`src/rtl/mem_dump_pkg.sv`:
```
// Shared types and constants for the memory dump reader.
package mem_dump_pkg;

  localparam int unsigned AddrWidth = 32;

  typedef enum logic [1:0] {
    StIdle,
    StRun,
    StDrain,
    StCsum
  } mem_dump_state_e;

endpackage

```
`src/rtl/mem_dump_fifo.sv`:
```
// Synchronous output FIFO with asynchronous active-high reset; occupancy is exported so the
// reader can account for buffered words when deciding whether to issue another read.
module mem_dump_fifo #(
  parameter int unsigned Width = 1,
  parameter int unsigned Depth = 4
) (
  input  logic                         clk_i,
  input  logic                         rst_i,
  input  logic                         push_i,
  input  logic [Width-1:0]             data_i,
  input  logic                         pop_i,
  output logic [Width-1:0]             data_o,
  output logic [$clog2(Depth+1)-1:0]   count_o,
  output logic                         empty_o
);

  localparam int unsigned PtrW = $clog2(Depth);
  localparam int unsigned CntW = $clog2(Depth + 1);

  logic [Width-1:0] mem_q [Depth];
  logic [PtrW-1:0]  wptr_q, rptr_q;
  logic [CntW-1:0]  count_q;
  logic             do_push, do_pop;

  function automatic logic [PtrW-1:0] ptr_inc(input logic [PtrW-1:0] p);
    return (p == PtrW'(Depth - 1)) ? '0 : p + PtrW'(1);
  endfunction

  assign do_pop  = pop_i && (count_q != '0);
  // A full FIFO still accepts a push when the head leaves in the same cycle.
  assign do_push = push_i && ((count_q != CntW'(Depth)) || do_pop);

  always_ff @(posedge clk_i or posedge rst_i) begin
    if (rst_i) begin
      for (int i = 0; i < Depth; i++) begin
        mem_q[i] <= '0;
      end
      wptr_q  <= '0;
      rptr_q  <= '0;
      count_q <= '0;
    end else begin
      if (do_push) begin
        mem_q[wptr_q] <= data_i;
        wptr_q        <= ptr_inc(wptr_q);
      end
      if (do_pop) begin
        rptr_q <= ptr_inc(rptr_q);
      end
      if (do_push && !do_pop) begin
        count_q <= count_q + CntW'(1);
      end else if (do_pop && !do_push) begin
        count_q <= count_q - CntW'(1);
      end
    end
  end

  assign data_o  = mem_q[rptr_q];
  assign count_o = count_q;
  assign empty_o = (count_q == '0);

endmodule

```
`src/rtl/mem_dump_reader.sv`:
```
// Walks an address window of the block RAM and streams each word on a valid/ready port.
// Define MEM_DUMP_CSUM_EN to append an XOR checksum beat after the data beats.
module mem_dump_reader
  import mem_dump_pkg::*;
#(
  parameter int unsigned WID_MEM    = 1,
  parameter int unsigned DEPTH_MEM  = 32768,
  parameter int unsigned FIFO_DEPTH = 4
) (
  input  logic                 clk,
  input  logic                 reset,
  input  logic                 start,
  input  logic [AddrWidth-1:0] base,
  input  logic [AddrWidth-1:0] len,
  output logic                 busy,
  output logic                 done,
  output logic [AddrWidth-1:0] mem_raddr,
  input  logic [WID_MEM-1:0]   mem_dout,
  output logic [WID_MEM-1:0]   m_data,
  output logic                 m_valid,
  input  logic                 m_ready,
  output logic                 m_last
);

  localparam int unsigned MemAw = (DEPTH_MEM > 1) ? $clog2(DEPTH_MEM) : 1;
  localparam int unsigned CntW  = $clog2(FIFO_DEPTH + 1);

  mem_dump_state_e      state_q;
  logic [MemAw-1:0]     addr_q;
  logic [MemAw-1:0]     raddr_q;
  logic [AddrWidth-1:0] rem_q;
  logic                 inflight_q;
  logic                 busy_q;
  logic                 done_q;
`ifdef MEM_DUMP_CSUM_EN
  logic [WID_MEM-1:0]   csum_q;
`else
  logic [AddrWidth-1:0] out_rem_q;
`endif

  logic                 issue;
  logic                 fifo_pop;
  logic                 fifo_empty;
  logic                 drain_done;
  logic [WID_MEM-1:0]   fifo_data;
  logic [CntW-1:0]      fifo_count;

  mem_dump_fifo #(
    .Width (WID_MEM),
    .Depth (FIFO_DEPTH)
  ) u_fifo (
    .clk_i   (clk),
    .rst_i   (reset),
    .push_i  (inflight_q),
    .data_i  (mem_dout),
    .pop_i   (fifo_pop),
    .data_o  (fifo_data),
    .count_o (fifo_count),
    .empty_o (fifo_empty)
  );

  // The in-flight read always has a reserved FIFO slot, so the FIFO can never overflow.
  assign issue      = (state_q == StRun) &&
                      ((32'(fifo_count) + 32'(inflight_q)) < FIFO_DEPTH);
  assign fifo_pop   = !fifo_empty && m_ready;
  assign drain_done = !inflight_q &&
                      ((fifo_count == '0) || ((fifo_count == CntW'(1)) && fifo_pop));

`ifdef MEM_DUMP_CSUM_EN
  assign m_valid = (state_q == StCsum) || !fifo_empty;
  assign m_data  = (state_q == StCsum) ? csum_q : fifo_data;
  assign m_last  = (state_q == StCsum);
`else
  assign m_valid = !fifo_empty;
  assign m_data  = fifo_data;
  assign m_last  = !fifo_empty && (out_rem_q == 32'd1);
`endif

  always_ff @(posedge clk or posedge reset) begin
    if (reset) begin
      state_q    <= StIdle;
      addr_q     <= '0;
      raddr_q    <= '0;
      rem_q      <= '0;
      inflight_q <= 1'b0;
      busy_q     <= 1'b0;
      done_q     <= 1'b0;
`ifdef MEM_DUMP_CSUM_EN
      csum_q     <= '0;
`else
      out_rem_q  <= '0;
`endif
    end else begin
      done_q     <= 1'b0;
      inflight_q <= issue;
      if (issue) begin
        raddr_q <= addr_q;
        addr_q  <= addr_q + MemAw'(1);
        rem_q   <= rem_q - 32'd1;
      end
      if (fifo_pop) begin
`ifdef MEM_DUMP_CSUM_EN
        csum_q    <= csum_q ^ fifo_data;
`else
        out_rem_q <= out_rem_q - 32'd1;
`endif
      end
      unique case (state_q)
        StIdle: begin
          if (start) begin
            addr_q  <= MemAw'(base);
            rem_q   <= len;
            busy_q  <= 1'b1;
            state_q <= (len == '0) ? StDrain : StRun;
`ifdef MEM_DUMP_CSUM_EN
            csum_q    <= '0;
`else
            out_rem_q <= len;
`endif
          end
        end
        StRun: begin
          if (issue && (rem_q == 32'd1)) begin
            state_q <= StDrain;
          end
        end
        StDrain: begin
          if (drain_done) begin
`ifdef MEM_DUMP_CSUM_EN
            state_q <= StCsum;
`else
            state_q <= StIdle;
            busy_q  <= 1'b0;
            done_q  <= 1'b1;
`endif
          end
        end
`ifdef MEM_DUMP_CSUM_EN
        StCsum: begin
          if (m_ready) begin
            state_q <= StIdle;
            busy_q  <= 1'b0;
            done_q  <= 1'b1;
          end
        end
`endif
        default: state_q <= StIdle;
      endcase
    end
  end

  assign busy      = busy_q;
  assign done      = done_q;
  assign mem_raddr = AddrWidth'(raddr_q);

endmodule

```
`config.mk`:
```
export PLATFORM = sky130hd
export DESIGN_NAME = mem_dump_reader
export DESIGN_NICKNAME = d
export VERILOG_FILES = /design/src/rtl/mem_dump_pkg.sv /design/src/rtl/mem_dump_fifo.sv /design/src/rtl/mem_dump_reader.sv
export SDC_FILE = /design/constraint.sdc
export NUM_CORES = 1
export LEC_CHECK = 0
export BUFFER_PORTS_ARGS = -buffer_cell sky130_fd_sc_hd__buf_2
export CAP_MARGIN = 15
export CORE_ASPECT_RATIO = 1.2
export CORE_MARGIN = 4
export CORE_UTILIZATION = 26
export CTS_CLUSTER_DIAMETER = 200
export CTS_CLUSTER_SIZE = 8
export DETAILED_ROUTE_END_ITERATION = 8
export SYNTH_ARGS = -nofsm -noshare
export SYNTH_HDL_FRONTEND = slang
export SYNTH_SLANG_ARGS = --single-unit
export TNS_END_PERCENT = 10
```
`constraint.sdc`:
```
create_clock -name clk -period 5.22 [get_ports clk]
set_input_delay 1.044 -clock clk [delete_from_list [all_inputs] [get_ports clk]]
set_output_delay 1.044 -clock clk [all_outputs]
set_load 0.01 [all_outputs]
```
==> flow_metrics.py <==
metrics = {
    "clock_tree": {
        "cts_root_buf": "clkbuf_16",
        "worst_setup_hold_path_clk_slew_ns": 0.08,
        "cts-buffers-inserted": 9,
        "cts_hold_buffers": 0,
        "cts_resized": 0,
        "clock_path_buffers": 2,
        "cts_setup_buffers": 0,
        "cts.sinks": 110,
        "cts_tree": "built",
        "ctsHtreeMaxLevel": 3,
        "clkLatencyLatePin_ns": 0.36,
    },
    "finish": {
        "antenna_cells_inserted": 0,
        "finalCoreUtilization_pct": 30.4,
        "final_area_um2": 6800,
        "final.fill_count": 2408,
        "fin_cells": 985,
        "final_net_count": 785,
        "final_layout_size_suffix_gt1_share_pct": 15.2,
        "syn2layout_area_growth_pct": 15.0,
    },
    "worst_setup_path": {
        "crit_path_max_incr_delay_ns": 0.64,
        "r2r.worst_path.cells": 5,
        "cp_slowest_cell": "or4_1",
        "worstSetupPathType": "flop to primary output",
        "critical_path.startpoint": "out_rem_q[4]",
        "reg2reg_from": "u_fifo.count_o[2]",
        "worst_setup_path_end_kind": "primary output",
        "worstSetupStartpointType": "flop",
        "setup.reg_to_reg.worst_slack_ns": 2.27,
        "cp.required_ns": 4.18,
        "crit_path_cell_trace": "or4_1 > nor4_4 > nand2_1 > nor3_1 > buf_2",
        "cp.arrival_ns": 2.56,
        "worst-path-max-fanout": 9,
    },
    "sta": {
        "setup_total_negative_slack_ns": 0,
        "post_layout_worst_setup_margin_ns": 1.62,
        "max-slew-margin-rel_pct": 29.5,
        "clock.fmax_mhz": 278,
        "finClkSkew_ns": 0.00973,
        "rsz0062_at_grt": "no",
        "slew_violations": 0,
        "worst-slew-pin-transition_ns": 1.05,
        "hold_violations": 0,
        "period_minus_slack_ns": 3.60,
        "whs_ns": 0.472,
        "final-setup-viol-count": 0,
        "tcrit_tclk_final_pct": 69.0,
    },
    "detailed_routing": {
        "post-route-drc-count": 0,
        "routed_wirelength_mm": 15.3,
        "drt_pre_antenna_iters": 4,
        "dr_total_vias": 4735,
        "vias_per_cell": 4.81,
        "detailedRoute.firstIterationViolations": 258,
        "drt.antenna.violating_nets": 0,
        "post_drt_wl_per_cell_um": 15.6,
    },
    "synth": {
        "synth_edf_count": 0,
        "largest_area_contributor_in_the_synthesized_netlist": "dfrtp_1",
        "yosysWarningCount": 0,
        "post_synth_instance_area_um2": 5910,
        "ys.flop_type": "dfrtp_1",
        "async_reset_ff_share_pct": 100,
        "synth.cells.most_frequent": "110 x dfrtp_1, 85 x nand2_1, 57 x a21oi_1, 57 x nor2_1, 43 x xnor2_1",
        "ys_types": 45,
        "synthTopCellsByArea": "dfrtp_1 47%, xnor2_1 6.4%, nand2_1 5.4%, a21oi_1 4.8%, xor2_1 4.0%",
        "synthCells": 643,
        "yosysMostFrequentCell": "dfrtp_1",
        "syn-mean-instance-area_um2": 9.19,
        "yosysSeqAreaShare_pct": 46.6,
        "area_share_of_the_largest_cell_type_after_synthesis_pct": 46.6,
        "synth.ff_latch_count": 110,
    },
    "placement": {
        "port_buffers": 71,
        "placed_cell_area_um2": 6470,
        "placed_cells": 968,
        "dp_hpwl_mm": 11.1,
        "gp_routability_congestion": 0.797,
        "place_worst_setup_slack_ns": 1.97,
    },
    "die": {
        "core_area_um2": 22400,
        "design.portCount": 106,
        "design.die.area_um2": 25200,
        "die_y_um": 173,
        "placement_rows": 60,
        "starting_density_pct": 26.4,
        "die_w_um": 146,
    },
    "global_route": {
        "grt_antenna_before_repair": 1,
        "globalRoute.totalOverflow": 0,
        "pin_count_of_the_biggest_net_entering_global_routing": 80,
        "gr-usage-all-layers_pct": 12.2,
        "grt_pass1_wl_mm": 24.8,
        "first_global_vias": 4639,
    },
    "power_and_ir_drop": {
        "p_sw_share_pct": 36.9,
        "power.ir.vdd_worst_v": 0.000157,
        "power.density_cell_area_nw_per_um2": 428,
        "internal-power_mw": 1.83,
        "clock_power_share_pct": 24.4,
        "netSwitchingPower_mw": 1.07,
        "total_power_consumption_of_the_routed_design_mw": 2.91,
        "pwr-share-comb_pct": 31.7,
        "sequentialPowerShare_pct": 43.9,
        "p_leak_nw": 2.75,
    },
    "hold_path": {
        "min_path_type": "flop to flop",
        "min-delay-start": "raddr_q[7]",
        "min_delay_path_depth": 2,
    },
    "job": {
        "drv_cap": 0,
    },
    "status": {
        "run_status": "finished, final reports clean",
    },
}
## placed cells by master (no fill, tap or decap), types with 2 or more instances in the layout
cell and instances:
or3_1 11, o31ai_1 2, inv_1 12, nand2_1 84, nor3_1 24, clkinv_4 2
nor4b_1 5, nor2_1 57, nand4b_1 3, ha_1 15, buf_2 71, xor2_1 27
nor2b_1 3, a31oi_1 8, nand2b_1 6, and3_1 3, or2_2 2, o21ai_0 28
nor4_1 33, or4_4 2, inv_6 2, a21oi_1 57, nand3_1 14, conb_1 17
or4_1 8, buf_4 4, xnor2_1 43, nand3b_1 5, clkbuf_16 9, mux2_2 5
dfrtp_1 110, and4_1 2, nand4_1 13
## power by group through the flow
stage	combinational, mW	clock (mW)	sequential [mW]
detailed placement	0.931	0	1.29
global placement	0.915	0	1.29
floorplan	0.723	0	1.25
finish	0.921	0.709	1.28
CTS	0.939	0.733	1.28
global route	1.05	0.764	1.31
## worst paths after layout
check | end
worst max-delay path | m_last
worst min register to register | raddr_q[7]
max in group asynchronous | raddr_q[4]
worst max register to register | rem_q[29]
min in group asynchronous | rem_q[21]
worst min-delay path | raddr_q[7]
## routing by layer
layer	part of all wire [%]	global-route usage [%]	vias to the layer above
li1	-	-	2330
met1	45	15.8	2258
met2	48	19.9	117
met3	4.9	2.96	28
met4	2.4	4.35	2
met5	0.098	0	-
## worst max-delay path, delay by kind of cell (launching register included)
family,cells,cell delay [ns]
AND/OR/NAND/NOR,4,1.61
buffers and inverters,1,0.19
flip-flops,1,0.40
## sequential cells by signal (all words and copies together) (netlist names)
name / flops
out_rem_q: 32
rem_q: 32
addr_q: 15
raddr_q: 15
u_fifo.mem_q: 4
u_fifo.count_o: 3
state_q: 2
u_fifo.rptr_q: 2
u_fifo.wptr_q: 2
busy: 1
done: 1
inflight_q: 1
## area by class of cell
class / instances / area [µm²] / share of cell area [%]
flip-flops and latches: 110 / 2750 / 40.5
clock buffers: 10 / 229 / 3.37
inverters: 13 / 51.3 / 0.755
repair buffers: 76 / 413 / 6.08
well taps: 279 / 349 / 5.14
multi-input cells: 491 / 2930 / 43.1
clock inverters: 6 / 70.1 / 1.03
## cells by family after synthesis
kind of cell	synth area share (%)
multiplexers	1.50
buffers and inverters	4.89
AND/OR/NAND/NOR	24.5
other	0.0635
flip-flops	46.6
AO/OA/AOI/OAI	8.96
XOR/XNOR	10.4
adder cells (fa/ha/maj)	3.18
(Power assumes the default switching activity.)
